### config.mk
export PLATFORM = sky130hd
export DESIGN_NAME = lcd_init_seq
export DESIGN_NICKNAME = d
export VERILOG_FILES = /design/src/rtl/lcd_init_seq.sv
export SDC_FILE = /design/constraint.sdc
export NUM_CORES = 1
export LEC_CHECK = 0
export CAP_MARGIN = 20
export CORE_AREA = 5 5 94 96
export CTS_BUF_LIST = sky130_fd_sc_hd__clkbuf_4
export CTS_CLUSTER_SIZE = 8
export DETAILED_ROUTE_END_ITERATION = 10
export DIE_AREA = 0 0 99 101
export PLACE_DENSITY = 0.68
export SLEW_MARGIN = 20
export SYNTH_ARGS = -nofsm -noshare
export SYNTH_HDL_FRONTEND = slang
export SYNTH_SLANG_ARGS = --single-unit
### constraint.sdc
create_clock -name clk -period 4.2 [get_ports clk]
set_input_delay 0.84 -clock clk [delete_from_list [all_inputs] [get_ports clk]]
set_output_delay 0.84 -clock clk [all_outputs]
set_load 0.005 [all_outputs]
### src/rtl/lcd_init_seq.sv
// Init-table sequencer for an ILI9325-class TFT: after the reset stage reports completion it
// replays a fixed table of index/data writes and ms delays. Optional ack timeout: LCD_INIT_ACK_TIMEOUT_EN.
module lcd_init_seq #(
    parameter int unsigned TICKS_PER_MS = 50_000,
    parameter int unsigned ROM_DEPTH    = 32,
    parameter int unsigned ACK_TIMEOUT  = 1_000
) (
    input  logic        clk,
    input  logic        rst_n,
    input  logic        rst_done_n_i,
    output logic        wr_req_o,
    output logic        wr_rs_o,
    output logic [15:0] wr_data_o,
    input  logic        wr_ack_i,
    output logic        busy_o,
    output logic        init_done_o,
    output logic        err_o
);
    localparam int unsigned   AW        = (ROM_DEPTH > 1) ? $clog2(ROM_DEPTH) : 1;
    localparam int unsigned   TW        = (TICKS_PER_MS > 1) ? $clog2(TICKS_PER_MS) : 1;
    localparam logic [AW-1:0] LAST_ADDR = AW'(ROM_DEPTH - 1);
    localparam logic [TW-1:0] LAST_TICK = TW'(TICKS_PER_MS - 1);

    if (TICKS_PER_MS < 1 || ROM_DEPTH < 2 || ACK_TIMEOUT < 1) begin : g_bad_param
        $error("lcd_init_seq: invalid parameter value");
    end

    typedef enum logic [1:0] {
        OP_CMD   = 2'b00,
        OP_DATA  = 2'b01,
        OP_DELAY = 2'b10,
        OP_END   = 2'b11
    } op_e;

    typedef enum logic [2:0] {
        S_IDLE,
        S_FETCH,
        S_WRITE,
        S_DELAY,
        S_DONE,
        S_ERROR
    } state_e;

    function automatic logic [17:0] rom_entry(input logic [AW-1:0] addr);
        case (int'(addr))
            0:       rom_entry = {OP_CMD,   16'h00E5};
            1:       rom_entry = {OP_DATA,  16'h78F0};
            2:       rom_entry = {OP_CMD,   16'h0001};
            3:       rom_entry = {OP_DATA,  16'h0100};
            4:       rom_entry = {OP_DELAY, 16'd50};
            5:       rom_entry = {OP_CMD,   16'h0007};
            6:       rom_entry = {OP_DATA,  16'h0133};
            default: rom_entry = {OP_END,   16'h0000};
        endcase
    endfunction

    state_e          r_state;
    state_e          w_next;
    logic [AW-1:0]   r_ptr;
    logic            r_past_end;
    logic            r_rs;
    logic [15:0]     r_data;
    logic [15:0]     r_ms;
    logic [TW-1:0]   r_tick;
    logic [17:0]     w_entry;
    op_e             w_op;
    logic            w_abort;
    logic            w_delay_done;
    logic            w_advance;

    // Stepping past the last slot without an END behaves as if an END followed it.
    assign w_entry      = r_past_end ? {OP_END, 16'h0000} : rom_entry(r_ptr);
    assign w_op         = op_e'(w_entry[17:16]);
    assign w_abort      = (r_state != S_IDLE) && rst_done_n_i;
    assign w_delay_done = (r_ms == 16'd0) || ((r_ms == 16'd1) && (r_tick == LAST_TICK));
    assign w_advance    = ((r_state == S_WRITE) && wr_ack_i) ||
                          ((r_state == S_DELAY) && w_delay_done);

`ifdef LCD_INIT_ACK_TIMEOUT_EN
    localparam int unsigned CW = $clog2(ACK_TIMEOUT + 1);
    logic [CW-1:0] r_tcnt;
    logic          w_timeout;

    assign w_timeout = (r_tcnt == CW'(ACK_TIMEOUT - 1));

    always_ff @(posedge clk) begin
        if (rst_n) begin
            r_tcnt <= '0;
        end else if (r_state == S_FETCH) begin
            r_tcnt <= '0;
        end else if (r_state == S_WRITE && !wr_ack_i) begin
            r_tcnt <= r_tcnt + CW'(1);
        end
    end
`endif

    always_ff @(posedge clk) begin
        if (rst_n) begin
            r_state <= S_IDLE;
        end else begin
            r_state <= w_next;
        end
    end

    always_ff @(posedge clk) begin
        if (rst_n) begin
            r_ptr      <= '0;
            r_past_end <= 1'b0;
            r_rs       <= 1'b0;
            r_data     <= '0;
            r_ms       <= '0;
            r_tick     <= '0;
        end else if (w_abort || r_state == S_IDLE) begin
            r_ptr      <= '0;
            r_past_end <= 1'b0;
        end else begin
            case (r_state)
                S_FETCH: begin
                    if (w_op == OP_CMD || w_op == OP_DATA) begin
                        r_rs   <= w_entry[16];
                        r_data <= w_entry[15:0];
                    end
                    if (w_op == OP_DELAY) begin
                        r_ms   <= w_entry[15:0];
                        r_tick <= '0;
                    end
                end
                S_DELAY: begin
                    // ms counter steps down once per full tick period; no ms*ticks product.
                    if (!w_delay_done) begin
                        if (r_tick == LAST_TICK) begin
                            r_tick <= '0;
                            r_ms   <= r_ms - 16'd1;
                        end else begin
                            r_tick <= r_tick + TW'(1);
                        end
                    end
                end
                default: ;
            endcase
            if (w_advance) begin
                if (r_ptr == LAST_ADDR) begin
                    r_past_end <= 1'b1;
                end else begin
                    r_ptr <= r_ptr + AW'(1);
                end
            end
        end
    end

    always_comb begin
        w_next      = r_state;
        wr_req_o    = 1'b0;
        busy_o      = 1'b0;
        init_done_o = 1'b0;
        err_o       = 1'b0;
        wr_rs_o     = r_rs;
        wr_data_o   = r_data;
        case (r_state)
            S_IDLE: begin
                if (!rst_done_n_i) w_next = S_FETCH;
            end
            S_FETCH: begin
                busy_o = 1'b1;
                case (w_op)
                    OP_CMD, OP_DATA: w_next = S_WRITE;
                    OP_DELAY:        w_next = S_DELAY;
                    default:         w_next = S_DONE;
                endcase
            end
            S_WRITE: begin
                busy_o   = 1'b1;
                wr_req_o = 1'b1;
                if (wr_ack_i) begin
                    w_next = S_FETCH;
`ifdef LCD_INIT_ACK_TIMEOUT_EN
                end else if (w_timeout) begin
                    w_next = S_ERROR;
`endif
                end
            end
            S_DELAY: begin
                busy_o = 1'b1;
                if (w_delay_done) w_next = S_FETCH;
            end
            S_DONE: begin
                init_done_o = 1'b1;
            end
            S_ERROR: begin
`ifdef LCD_INIT_ACK_TIMEOUT_EN
                err_o = 1'b1;
`endif
            end
            default: w_next = S_IDLE;
        endcase
        if (w_abort) w_next = S_IDLE;
    end

endmodule

# Yosys cells after proc, flatten, opt, wreduce, memory -nomap -nowiden
# Cells that the tools add are included.
[word_totals] in_bits=4 out_inout_bits=21 register_bits=58 elab_cells=78
[classes] n_eq_ne=22 n_bitwise=3 n_reduce_logical=25 mux=18 n_addsub=3
[ops] op="18-bit one-hot mux with 7 select lines" count=1
[ops] op="16-bit two-way mux" count=6
[ops] op="16-bit one-hot mux with 2 select lines" count=2
[ops] op="18-bit two-way mux" count=1
[ops] op="16-bit by 1-bit adder with 16-bit output (second input constant)" count=1
[ops] op="16-bit by 1-bit == test with 1-bit output (second input constant)" count=1
[ops] op="16-bit == test (second input constant)" count=1
[ops] op="16-bit logical NOT" count=1
[ops] op="16-bit by 1-bit subtractor with 16-bit output (second input constant)" count=1
[ops] op="5-bit by 3-bit == test with 1-bit output (second input constant)" count=3
[ops] op="3-bit one-hot mux with 5 select lines" count=1
[ops] op="5-bit by 2-bit == test with 1-bit output (second input constant)" count=2
[ops] op="2-bit inequality test (second input constant)" count=5
[ops] op="3-bit two-way mux" count=3
[ops] op="4-bit AND reduction" count=2
[ops] op="2-bit OR reduction" count=4
[ops] op="3-bit by 2-bit == test with 1-bit output (second input constant)" count=2
[ops] op="3-bit == test (second input constant)" count=2
[ops] op="3-bit one-hot mux with 2 select lines" count=1
[ops] op="5-bit by 1-bit adder with 5-bit output (second input constant)" count=1
[ops] op="5-bit by 1-bit == test with 1-bit output (second input constant)" count=1
[ops] op="5-bit == test (second input constant)" count=1
[ops] op="5-bit logical NOT" count=1
[ops] op="5-bit AND reduction" count=1
[ops] op="other kinds (15)" count=26

# Depth between registers and ports, before layout
[depth] ltp_word=7 ltp_mapped=9

# Worst setup path after synthesis
# Ideal clock, no wire load.
[synth_timing] kind="input to register" from="input rst_done_n_i" to="register r_tick[9]" path_stages=5 required_time_ns=4.129 setup_slack_ns=2.006 arrival_time_ns=2.123 n_path_buf=0 cell_sequence="or3_1 > nor2_4 > nand3_2 > or4_1 > a21oi_1"
[synth_via] elab_chain_cells=4
[synth_rtl] item="from (decl)" line="10" rtl="input logic rst_done_n_i,"
[synth_rtl] item="1-bit logical AND" line="74" rtl="assign w_abort = (r_state != S_IDLE) && rst_done_n_i;"
[synth_rtl] item="1-bit logical OR" line="113" rtl="end else if (w_abort || r_state == S_IDLE) begin"
[synth_rtl] item="1-bit NOT (no line)"
[synth_rtl] item="4-bit AND reduction (no line)"
[synth_rtl] item="to (signal assigned)" line="135" rtl="r_tick <= r_tick + TW'(1);"
[synth_rtl] item="to (decl)" line="64" rtl="logic [TW-1:0] r_tick;"
# Every way passes these cells.
# A chain may end at the register's enable or synchronous reset.

# Worst setup path in the final report
[layout_timing] from="register r_tick[10]" to="register r_ms[10]"
[layout_via] elab_chain_cells=5
[layout_rtl] item="16-bit == test *" line="75, 131"
[layout_rtl] item="1-bit logical AND" line="75" rtl="assign w_delay_done = (r_ms == 16'd0) || ((r_ms == 16'd1) && (r_tick == LAST_TICK));"
[layout_rtl] item="1-bit logical OR" line="75"
[layout_rtl] item="2-bit inequality test (no line)"
[layout_rtl] item="5-bit AND reduction (no line) *"
[layout_rtl] item="to (signal assigned)" line="124" rtl="r_ms <= w_entry[15:0];"
[layout_rtl] item="to (signal assigned)" line="133" rtl="r_ms <= r_ms - 16'd1;"
[layout_rtl] item="to (decl)" line="63" rtl="logic [15:0] r_ms;"
# Every way passes the cells marked *; elsewhere a longest branch is shown, timed or not.

==> reports/results.ini <==
[routing]
ant_nets = 0
wl_um = 7080
drt_pre_antenna_iters = 4
vias_per_cell = 5.57
wl_per_cell_um = 14.2
drt_iter0_markers = 139
drcViolationCount = 0
vias = 2768

[synth]
yosysUniqueCellTypes = 57
synth_top_area_frac = 0.328
synth_area_per_cell_um2 = 7.84
synth.cell_area_um2 = 3050
ys_seq_area_frac = 0.328
netlist_top_cells_area = dfxtp_1, a21oi_1, nor2_1, o21ai_0, ha_1
synthCells = 389
yosys.area.top_type = dfxtp_1
synth_flop_cell = dfxtp_1
ys_warn_count = 0
async_flop_share = 0
ys_ff_latch = 50
synth-edff-count = 0

[critical_path]
rr_startpoint = r_tick[10]
path_max_fanout = 14
crit_path_max_incr_delay_ns = 0.60
regToRegSetupSlack_ns = 1.38
rr_worst_depth = 6
cp-start-kind = flop
cp.arrival_ns = 3.06
slowest_stage = or4_1
cp-startpoint = r_tick[10]
required_ns = 4.44
r2r_end = r_ms[10]
critPathKind = reg -> reg
crit_path_end_kind = flop
endpoint = r_ms[10]
crit_chain = or4_1 -> nor4b_2 -> nand2b_1 -> nand3_1 -> o211ai_1 -> o31ai_1

[clock_tree]
cts.path.max_buffers = 2
clk_latency_ns = 0.37
cts_resized = 0
htree_levels = 2
clkTransAtPathRegs_ns = 0.15
cts_root_buf = clkbuf_4
cts-hold-fix-buffers = 0
cts_buffers = 5
clock-sinks = 50
cts_tree = yes
post_cts_buffers = 0

[timing]
finalHoldViolations = 0
fmax_mhz = 354
slew_violations = 0
fin_skew_ns = 0.0161
worst_pin_slew_ns = 0.778
setup_violations = 0
fin_crit_sh = 0.672
hold-worst-slack_ns = 0.489
fin_setup_tns_ns = 0
fin_crit_ns = 2.82
rsz0062_at_grt = false
slew_headroom = 0.480

[min_path]
hold_path_class = reg -> reg
min_from = wr_data_o[4]

[place]
post-place-cells = 489
portBuffers = 19
placed_area_um2 = 3240
dp_hpwl_um = 5030
place_congestion = 0.868

[floorplan]
core_um2 = 7970
io_pins = 25
dieArea_um2 = 10000
start_util = 0.383
die_x_um = 99
rows = 33
die_h_um = 101

[grt]
grtUsageTotal = 0.145
gr-usage-met1 = 0.189
grt_use_met2 = 0.243
grt_start_max_net_pins = 30
grt_pass1_vias = 2611
grt_busiest_layer = met2
grt_pass1_wl_um = 12200
grt_overflow_total = 0
met3_usage = 0.0270
antenna_found_initial = 0

[finish]
finalNonFillerCells = 497
final_common_cell = dfxtp_1
area_growth_pct = 8.81
diodes = 0
final_cell_mix = dfxtp_1, nor2_1, a21oi_1
design_area_um2 = 3320
drive_above_1_share = 0.0740
nets = 404

[run]
maxCapViolCount = 0

[power_and_ir_drop]
leakage_nw = 1.12
ir_drop_uv = 126
power_density_nw_per_um2 = 267
p_total_w = 0.000886

[status]
status = finished clean

stage by stage:
step	setup slack (ns)	util
5_1_grt	1.09	0.417
6_report	1.38	0.417
4_1_cts	1.37	0.417
2_1_floorplan	2.01	-
3_5_place_dp	1.26	0.407
3_3_place_gp	1.29	0.407
synthesized netlist by cell type, types with 5 or more instances:
master	instances
nand2b_1	8
a21oi_1	34
or3_1	8
and3_1	11
o21ai_0	29
o211ai_1	8
nor2_1	43
dfxtp_1	50
a32o_1	5
o31ai_1	7
nand2_1	28
ha_1	9
clkbuf_1	14
inv_1	9
mux2i_1	8
nand4_1	5
a31oi_1	6
nor4_1	5
nor3_1	12
nand3_1	18
buf_4	12
worst min-delay path by stage:
stage	endpoint	depth (start not counted)
floorplan	r_ms[15]	1
detailed placement	wr_data_o[2]	2
global route	wr_data_o[2]	2
CTS	wr_data_o[2]	2
global placement	r_ms[15]	1
finish	wr_data_o[4]	2
registers in the layout (all words and copies together) (netlist names):
name / count
r_tick: 16
r_ptr: 5
r_state: 3
wr_data_o: 8
r_past_end: 1
wr_rs_o: 1
r_ms: 16
final cells by class:
cell class                      count  area (um^2)
Clock inverter                      3         40.0
Fill cell                         819         4650
Clock buffer                        5         37.5
Timing Repair Buffer               22          213
Tap cell                          105          131
Multi-Input combinational cell    303         1860
Sequential cell                    50         1000
Inverter                            9         33.8
layer usage:
metal | part of all wire | vias to the layer above | wire (um)
li1 | - | 1400 | -
met1 | 0.48 | 1322 | 3380
met2 | 0.48 | 39 | 3400
met3 | 0.028 | 7 | 201
met4 | 0.012 | 0 | 87
met5 | 0 | - | 0
where the power goes:
part | internal, W | switching (W) | leakage (nW)
sequential | 0.000483 | 0.0000109 | 0.404
combinational | 0.0000486 | 0.0000673 | 0.675
clock | 0.000124 | 0.000153 | 0.0450
critical path, delay by kind of cell, from the launching register on:
family | cells | cell delay, ns
and+or+nand+nor | 4 | 1.92
AOI/OAI and AO/OA | 2 | 0.40
DFF | 1 | 0.37
logic make-up after synthesis:
family                     after synthesis  share of synthesized area
and+or+nand+nor                        170                      0.305
adders and majority gates                9                     0.0369
AOI/OAI and AO/OA                      105                      0.214
DFF                                     50                      0.328
buffers and inverters                   40                     0.0681
muxes                                   10                     0.0348
other                                    1                    0.00123
xor gates and xnor gates                 4                     0.0115
Power figures use the tool's default switching activity.
